--- src/rtl/sumador_debounce_bcd.sv ---
// sumador_debounce_bcd: button-driven up-counter with debounce and BCD display feed.
//
// A raw, bouncy, active-low push button is synchronized and debounced. Each clean press
// increments an N-bit count. After reset the count is loaded once from the switches.
// The count is then converted to two BCD digits by a sequential double-dabble engine.
//
// Ports:
//   clk        system clock; all state changes on the rising edge except reset
//   btn_rst    asynchronous active-low reset
//   btn_add    raw increment button, active-low, asynchronous to clk, bouncy
//   data_in    start value from the switches, sampled only in the load state
//   count      current binary count
//   bcd_out    [7:4] tens digit, [3:0] units digit of count
//   bcd_valid  high when bcd_out matches the current count
module sumador_debounce_bcd #(
    parameter int unsigned N          = 6,
    parameter int unsigned DEB_CYCLES = 500000,
    parameter bit          WRAP       = 1'b1
) (
    input  logic         clk,
    input  logic         btn_rst,
    input  logic         btn_add,
    input  logic [N-1:0] data_in,
    output logic [N-1:0] count,
    output logic [7:0]   bcd_out,
    output logic         bcd_valid
);

    localparam int unsigned    DebW     = $clog2(DEB_CYCLES);
    localparam logic [DebW-1:0] DebMax  = DebW'(DEB_CYCLES - 1);
    localparam logic [N-1:0]   CntMax   = '1;
    localparam int unsigned    ScrW     = 8 + N;
    localparam logic [2:0]     IterLast = 3'(N - 1);

    typedef enum logic {StLoad, StRun}   ctrl_e;
    typedef enum logic {StIdle, StShift} conv_e;

    // Synchronizer and debounce
    logic            sync1_q, sync1_d;
    logic            sync_q, sync_d;
    logic            btn_stable_q, btn_stable_d;
    logic            stable_prev_q, stable_prev_d;
    logic [DebW-1:0] deb_cnt_q, deb_cnt_d;
    logic            add_pulse;

    // Control
    ctrl_e           ctrl_q, ctrl_d;
    logic [N-1:0]    count_q, count_d;
    logic            start;

    // Converter
    conv_e           conv_q, conv_d;
    logic [ScrW-1:0] scratch_q, scratch_d;
    logic [2:0]      iter_q, iter_d;
    logic [7:0]      bcd_out_q, bcd_out_d;
    logic            bcd_valid_q, bcd_valid_d;
    logic [ScrW-1:0] adj;
    logic [ScrW-1:0] shifted;

    assign sync1_d       = btn_add;
    assign sync_d        = sync1_q;
    assign stable_prev_d = btn_stable_q;

    // A new level is accepted only after DEB_CYCLES consecutive cycles away from the
    // stable level; any return to the stable level restarts the count.
    always_comb begin
        btn_stable_d = btn_stable_q;
        deb_cnt_d    = '0;
        if (sync_q != btn_stable_q) begin
            if (deb_cnt_q == DebMax) begin
                btn_stable_d = sync_q;
            end else begin
                deb_cnt_d = deb_cnt_q + 1'b1;
            end
        end
    end

    // Press is the falling edge of the debounced level; release gives no pulse.
    assign add_pulse = stable_prev_q & ~btn_stable_q;

    always_comb begin
        ctrl_d  = ctrl_q;
        count_d = count_q;
        start   = 1'b0;
        unique case (ctrl_q)
            StLoad: begin
                count_d = data_in;
                start   = 1'b1;
                ctrl_d  = StRun;
            end
            StRun: begin
                if (add_pulse) begin
                    if (count_q != CntMax) begin
                        count_d = count_q + 1'b1;
                        start   = 1'b1;
                    end else if (WRAP) begin
                        count_d = '0;
                        start   = 1'b1;
                    end else begin
                        // Saturated: reconvert only if a display update is still pending.
                        start = ~bcd_valid_q;
                    end
                end
            end
            default: ctrl_d = StLoad;
        endcase
    end

    // Double dabble: scratch is {tens, units, binary}; each step adds 3 to any digit >= 5
    // and then shifts left, so after N steps the digits hold the BCD result.
    always_comb begin
        adj = scratch_q;
        if (adj[N+3:N] >= 4'd5) begin
            adj[N+3:N] = adj[N+3:N] + 4'd3;
        end
        if (adj[N+7:N+4] >= 4'd5) begin
            adj[N+7:N+4] = adj[N+7:N+4] + 4'd3;
        end
        shifted = {adj[ScrW-2:0], 1'b0};
    end

    always_comb begin
        conv_d      = conv_q;
        scratch_d   = scratch_q;
        iter_d      = iter_q;
        bcd_out_d   = bcd_out_q;
        bcd_valid_d = bcd_valid_q;
        if (start) begin
            // A restart during SHIFT drops the old operand so no stale result appears.
            scratch_d   = {8'h00, count_d};
            iter_d      = '0;
            bcd_valid_d = 1'b0;
            conv_d      = StShift;
        end else if (conv_q == StShift) begin
            scratch_d = shifted;
            iter_d    = iter_q + 3'd1;
            if (iter_q == IterLast) begin
                bcd_out_d   = shifted[ScrW-1:N];
                bcd_valid_d = 1'b1;
                conv_d      = StIdle;
            end
        end
    end

    always_ff @(posedge clk or negedge btn_rst) begin
        if (!btn_rst) begin
            sync1_q       <= 1'b1;
            sync_q        <= 1'b1;
            btn_stable_q  <= 1'b1;
            stable_prev_q <= 1'b1;
            deb_cnt_q     <= '0;
            ctrl_q        <= StLoad;
            count_q       <= '0;
            conv_q        <= StIdle;
            scratch_q     <= '0;
            iter_q        <= '0;
            bcd_out_q     <= 8'h00;
            bcd_valid_q   <= 1'b0;
        end else begin
            sync1_q       <= sync1_d;
            sync_q        <= sync_d;
            btn_stable_q  <= btn_stable_d;
            stable_prev_q <= stable_prev_d;
            deb_cnt_q     <= deb_cnt_d;
            ctrl_q        <= ctrl_d;
            count_q       <= count_d;
            conv_q        <= conv_d;
            scratch_q     <= scratch_d;
            iter_q        <= iter_d;
            bcd_out_q     <= bcd_out_d;
            bcd_valid_q   <= bcd_valid_d;
        end
    end

    assign count     = count_q;
    assign bcd_out   = bcd_out_q;
    assign bcd_valid = bcd_valid_q;

endmodule

--- config.mk ---
export PLATFORM = sky130hd
export DESIGN_NAME = sumador_debounce_bcd
export DESIGN_NICKNAME = d
export VERILOG_FILES = /design/src/rtl/sumador_debounce_bcd.sv
export SDC_FILE = /design/constraint.sdc
export NUM_CORES = 1
export LEC_CHECK = 0
export CELL_PAD_IN_SITES_DETAIL_PLACEMENT = 0
export CELL_PAD_IN_SITES_GLOBAL_PLACEMENT = 2
export CORE_MARGIN = 10
export CORE_UTILIZATION = 23
export DETAILED_ROUTE_END_ITERATION = 8
export PLACE_DENSITY = 0.51
export SLEW_MARGIN = 40
export SYNTH_ARGS = -nofsm -noshare
export SYNTH_HDL_FRONTEND = slang
export SYNTH_SLANG_ARGS = --single-unit
--- constraint.sdc ---
create_clock -name clk -period 1.94 [get_ports clk]
set_clock_uncertainty 0.15 [all_clocks]
set_input_delay 0.388 -clock clk [delete_from_list [all_inputs] [get_ports clk]]
set_output_delay 0.388 -clock clk [all_outputs]
set_load 0.03 [all_outputs]
# After elaboration in Yosys (flattened, before gate mapping)
# Cells that the tools add are included.
# Widths: inputs -> output; s select.
[classes]
n_eq_ne = 4
bitwise_logic = 4
n_lt_le_gt_ge = 2
n_mux = 19
reduce_logical = 5
addsub = 5
[op_table]
columns = ["cell", "count"]
rows = [
  ["$mux 19", 2],
  ["$mux 14", 2],
  ["$add 19x1->19 const B", 1],
  ["$eq 19x19->1 const B", 1],
  ["$mux 6", 2],
  ["$pmux 6 s2", 1],
  ["$mux 3", 3],
  ["$ge 4x3->1 const B", 2],
  ["$mux 1", 7],
  ["$add 6x1->6 const B", 1],
  ["$ne 6x6->1 const B", 1],
  ["$add 4x2->4 const B", 1],
  ["$mux 4", 1],
  ["$reduce_and 2->1", 2],
  ["$reduce_bool 2->1", 2],
  ["$add 3x1->3 const B", 1],
  ["$add 3x2->3 const B", 1],
  ["$eq 3x3->1 const B", 1],
  ["$not 1->1", 3],
  ["$reduce_and 3->1", 1],
  ["$pmux 1 s2", 1],
  ["$and 1x1->1", 1],
  ["$ne 1x1->1", 1],
]
[totals]
ff_bits = 57
wordCells = 51

# Depth between registers and ports, before layout
[depth]
word_depth = 6
ltp_mapped = 6
depth_no_buf = 6

# Least setup slack after synthesis
# No wires, ideal clock.
[synth_path]
kind = "register -> register"
from = "reg stable_prev_q"
to = "reg bcd_out_q[0] (netlist: bcd_out[0])"
arrival_ns = 1.515
path_slack_ns = 0.150
path_buffers = 0
required_ns = 1.665
synth_period_minus_slack_ns = 1.790
stages_incl_launch_ff = 5
path_cell_list = "dfstp_2 -> nor2b_1 -> nor3_1 -> nand2_1 -> mux2_2"
[synth_via]
elab_chain_cells = 5
[synth_lines]
columns = ["item", "line", "text"]
rows = [
  ["start: declaration", "42", "logic stable_prev_q, stable_prev_d;"],
  ["start signal: assignment", "163", "stable_prev_q <= stable_prev_d;"],
  ["$and 1x1->1", "79", "assign add_pulse = stable_prev_q & ~btn_stable_q;"],
  ["$mux 1", "92", "if (add_pulse) begin"],
  ["$pmux 1 s2", "85", "unique case (ctrl_q)"],
  ["$not 1->1 (no line)", "n/a", ""],
  ["$reduce_and 3->1 (no line)", "n/a", ""],
  ["end signal: assignment", "170", "bcd_out_q <= bcd_out_d;"],
  ["end: declaration", "55", "logic [7:0] bcd_out_q, bcd_out_d;"],
]
# Every way passes these cells.
# A chain may end at the register's enable or synchronous reset.

# Final worst setup path
[layout_path]
from = "reg count_q[3] (netlist: count[3])"
to = "out count[3]"
[layout_rtl]
columns = ["item", "line", "text"]
rows = [
  ["start: declaration", "48", "logic [N-1:0] count_q, count_d;"],
  ["start signal: assignment", "166", "count_q <= count_d;"],
  ["end: declaration", "24", "output logic [N-1:0] count,"],
]
# No word-level cell between the ends.

==> summary.md <==
| Metric | Value |
|---|---|
| Routing usage on met2 | 0.1570 |
| RSZ-0062 raised after global routing | false |
| Top post-synthesis cells by area | dfrtp_1 (47%), xnor2_1 (4.0%), nand2_1 (4.0%), nor2_1 (4.0%), mux2i_1 (3.9%) |
| Number of global-route vias before repair | 2254 |
| Placed cell count | 463 |
| Met3 usage | 0.02740 |
| Worst Hold End | sync_q |
| Hold Path Class | flop to flop |
| R2R Path End | btn_stable_q |
| Critical Path End Type | output pin |
| Clock network power share | 0.499 |
| Register share of total power | 0.393 |
| DRT iter0 DRCs | 128 |
| CTS tree | yes |
| Number of synthesized register bits | 57 |
| Routed Antenna Nets | 0 |
| GRT Max-Usage Layer | met2 |
| Distinct cell type count after synthesis | 48 |
| CP Cell Sequence | clkdlybuf4s50_1 |
| Post-Syn Area | 2830 um^2 |
| Layout Nets | 346 |
| Die Wd | 130.9 um |
| Worst VDD drop | 332.8 uV |
| Number of synthesized flops with an enable pin | 0 |
| IO Pins | 24 |
| Later-pin clock latency in the skew report | 330 ps |
| Vias/cell | 4.505 |
| Die ar. | 17140 um^2 |
| Post-Syn Area per Cell | 10.18 um^2 |
| Worst-path clk slew | 50 ps |
| Internal power | 0.002506 W |
| Fin Hold WS | 204.1 ps |
| Comb pwr share | 0.109 |
| Pleak | 1.680 nW |
| Setup TNS | 0 ps |
| Final setup fails | 0 |
| Hpwl dp | 5.238 mm |
| CTS H-tree depth | 3 |
| Switching share of total power | 0.2482 |
| Core area | 12010 um^2 |
| Pin count of the biggest net entering global routing | 22 |
| Sequential area share after synthesis | 0.5057 |
| # port buffers | 23 |
| Drt first pass iters | 4 |
| Worst r2r src | deb_cnt_q[0] |
| Die height | 130.9 um |
| Initial antenna violation count | 0 |
| GRT Total Usage | 0.09066 |
| Max cap viols | 0 |
| Worst reg2reg path depth | 5 |
| GRT overflow | 0 |
| Global-route wire length before repair | 11.85 mm |
| Initial Util | 0.2356 |
| Hold Path Cell Cnt | 0 |
| DRT Wirelength | 7.103 mm |
| Drc violations | 0 |
| Reg2Reg Setup Slack | 160 ps |
| Status | complete, no violations |
| Max_slew headroom | 0.6314 |
| Ratio of cells with drive above 1 in the final layout | 0.1886 |
| Clock Sinks | 57 |
| Pins Over Slew Limit | 0 |
| Synthesis warning total | 0 |
| Post-Syn Nets | 295 |
| Peak Freq | 531.4 MHz |
| Cts bufs inserted | 9 |
| PD cells | 891.3 nW/um^2 |
| Final GP Congestion | 0.7134 |
| Psw | 0.0008273 W |
| Layout Cells excl Fill | 481 |
| Post-Place Setup Slack | 53.35 ps |
| Diode count | 0 |
| Count leader, synth | dfrtp_1 |
| Slew @ Worst Pin | 552.9 ps |
| Slowest cell on the critical path | clkdlybuf4s50_1 |
| Critical path arrival | 1340 ps |
| Crit-path max FO | 2 |
| Commonest cells post-synth | dfrtp_1 (53), nand2_1 (30), nor2_1 (30) |
| Largest area contributor in the netlist | dfrtp_1 |
| Async S/R FF share, synth | 1.000 |
| Hold Vio Cnt, Final | 0 |
| FP Rows | 40 |
| Post-synth top area share | 0.4686 |
| Final period utilization | 0.9701 |
| WP buf/inv | 1 |
| Final Util | 0.3114 |
| Fin worst setup slack | 58.04 ps |
| Root buffer cell | clkbuf_16 |
| Clock buffer depth | 2 |
| Met1 GRT Util | 0.1029 |
| Crit path launch type | flop |
| Data required time at the worst endpoint | 1400 ps |
| Fin crit period | 1882 ps |
| Hold_sp | sync1_q |
| Worst stage delay on the critical path | 680 ps |
| Synth Flop Type | dfrtp_1 |
| Area Growth Syn to Fin | 32.14% |
| Avg WL per Cell | 14.77 um |
| Post-Syn Instances | 278 |
| Vias post-DR | 2167 |
| Largest delay share family, worst path | buffers and inverters |
| WS Path Type | flop to output pin |
-- placed cells by master (no fill, tap or decap), drive strengths merged, types with 4 or more instances in the layout --
cell type      Yosys  routed
o21ai             11      11
inv               12      12
buf                6      24
nor4               6       6
mux2i             11      11
dfstp              4       4
dlygate4sd2        0       6
clkbuf             1      12
nor3               6       6
a21oi             12      12
dfrtp             53      53
nor2              30      30
or3                4       4
ha                 8       8
xor2               9       9
mux2               7       7
nand3             12      12
clkdlybuf4s50      0      15
nand4              7       7
nand2             30      30
xnor2             13      13
-- how the worst max path moves through the flow --
stage	start	endpoint	slack (ps)	cells past startpoint
after floorplan	stable_prev_q	bcd_out[0]	150	4
after global placement	deb_cnt_q[0]	deb_cnt_q[18]	80	5
after detailed placement	deb_cnt_q[0]	deb_cnt_q[18]	50	5
after CTS	bcd_out[6]	bcd_out[6]	30	1
after global routing	bcd_out[1]	bcd_out[1]	5	1
final	count[3]	count[3]	60	1
-- stage by stage --
stage | instance area, um^2 | power, W
global route | 3740 | 0.003476
finish | 3740 | 0.003333
global placement | 3393 | 0.001708
CTS | 3712 | 0.003398
detailed placement | 3393 | 0.001707
floorplan | 2830 | 0.001519
-- registers in the layout (all words and copies together), names as in the netlist --
signal         count
scratch_q         14
ctrl_q             1
count              6
bcd_valid          1
iter_q             3
deb_cnt_q         19
bcd_out            8
stable_prev_q      1
sync_q             1
conv_q             1
btn_stable_q       1
sync1_q            1
-- power groups by stage --
stage                     combinational [W]  sequential (W)  clock (W)
after global placement             0.000379         0.00133          0
final                              0.000362         0.00131    0.00166
after CTS                          0.000374         0.00131    0.00172
after global routing               0.000411         0.00132    0.00175
after detailed placement           0.000377         0.00133          0
after floorplan                    0.000144         0.00138          0
-- timing repair --
item	in CTS	in global routing
setup endpoints to repair	6	5
buffers inserted	0	1
hold buffers	1	0
gates resized for setup	6	5
endpoints found under the hold margin	14	0
-- cell type report --
type | instances | area [um^2]
flip-flops and latches | 57 | 1431
inverters | 12 | 45.04
well taps | 147 | 183.9
multi-input cells | 202 | 1335
clock buffers | 12 | 266.5
repair buffers | 47 | 427.9
fillers | 1273 | 8272
clock inverters | 4 | 50.05
-- cell families (layout without fill, tap and decap cells) --
group,count (synthesis),count (layout),synth area share
other cells,1,1,0.001325
mux,18,18,0.06676
xor+xnor,22,22,0.06808
buf+inv,19,75,0.02873
compound gates,38,38,0.08311
fa+ha+maj,8,8,0.03537
flops,57,57,0.5057
simple gates,115,115,0.2109
-- layer usage --
metal / wire (um) / up-vias
met5: 0 / -
met4: 117 / 0
met3: 227 / 9
met2: 3597 / 24
met1: 3160 / 1051
li1: - / 1083
(Power assumes the default switching activity.)
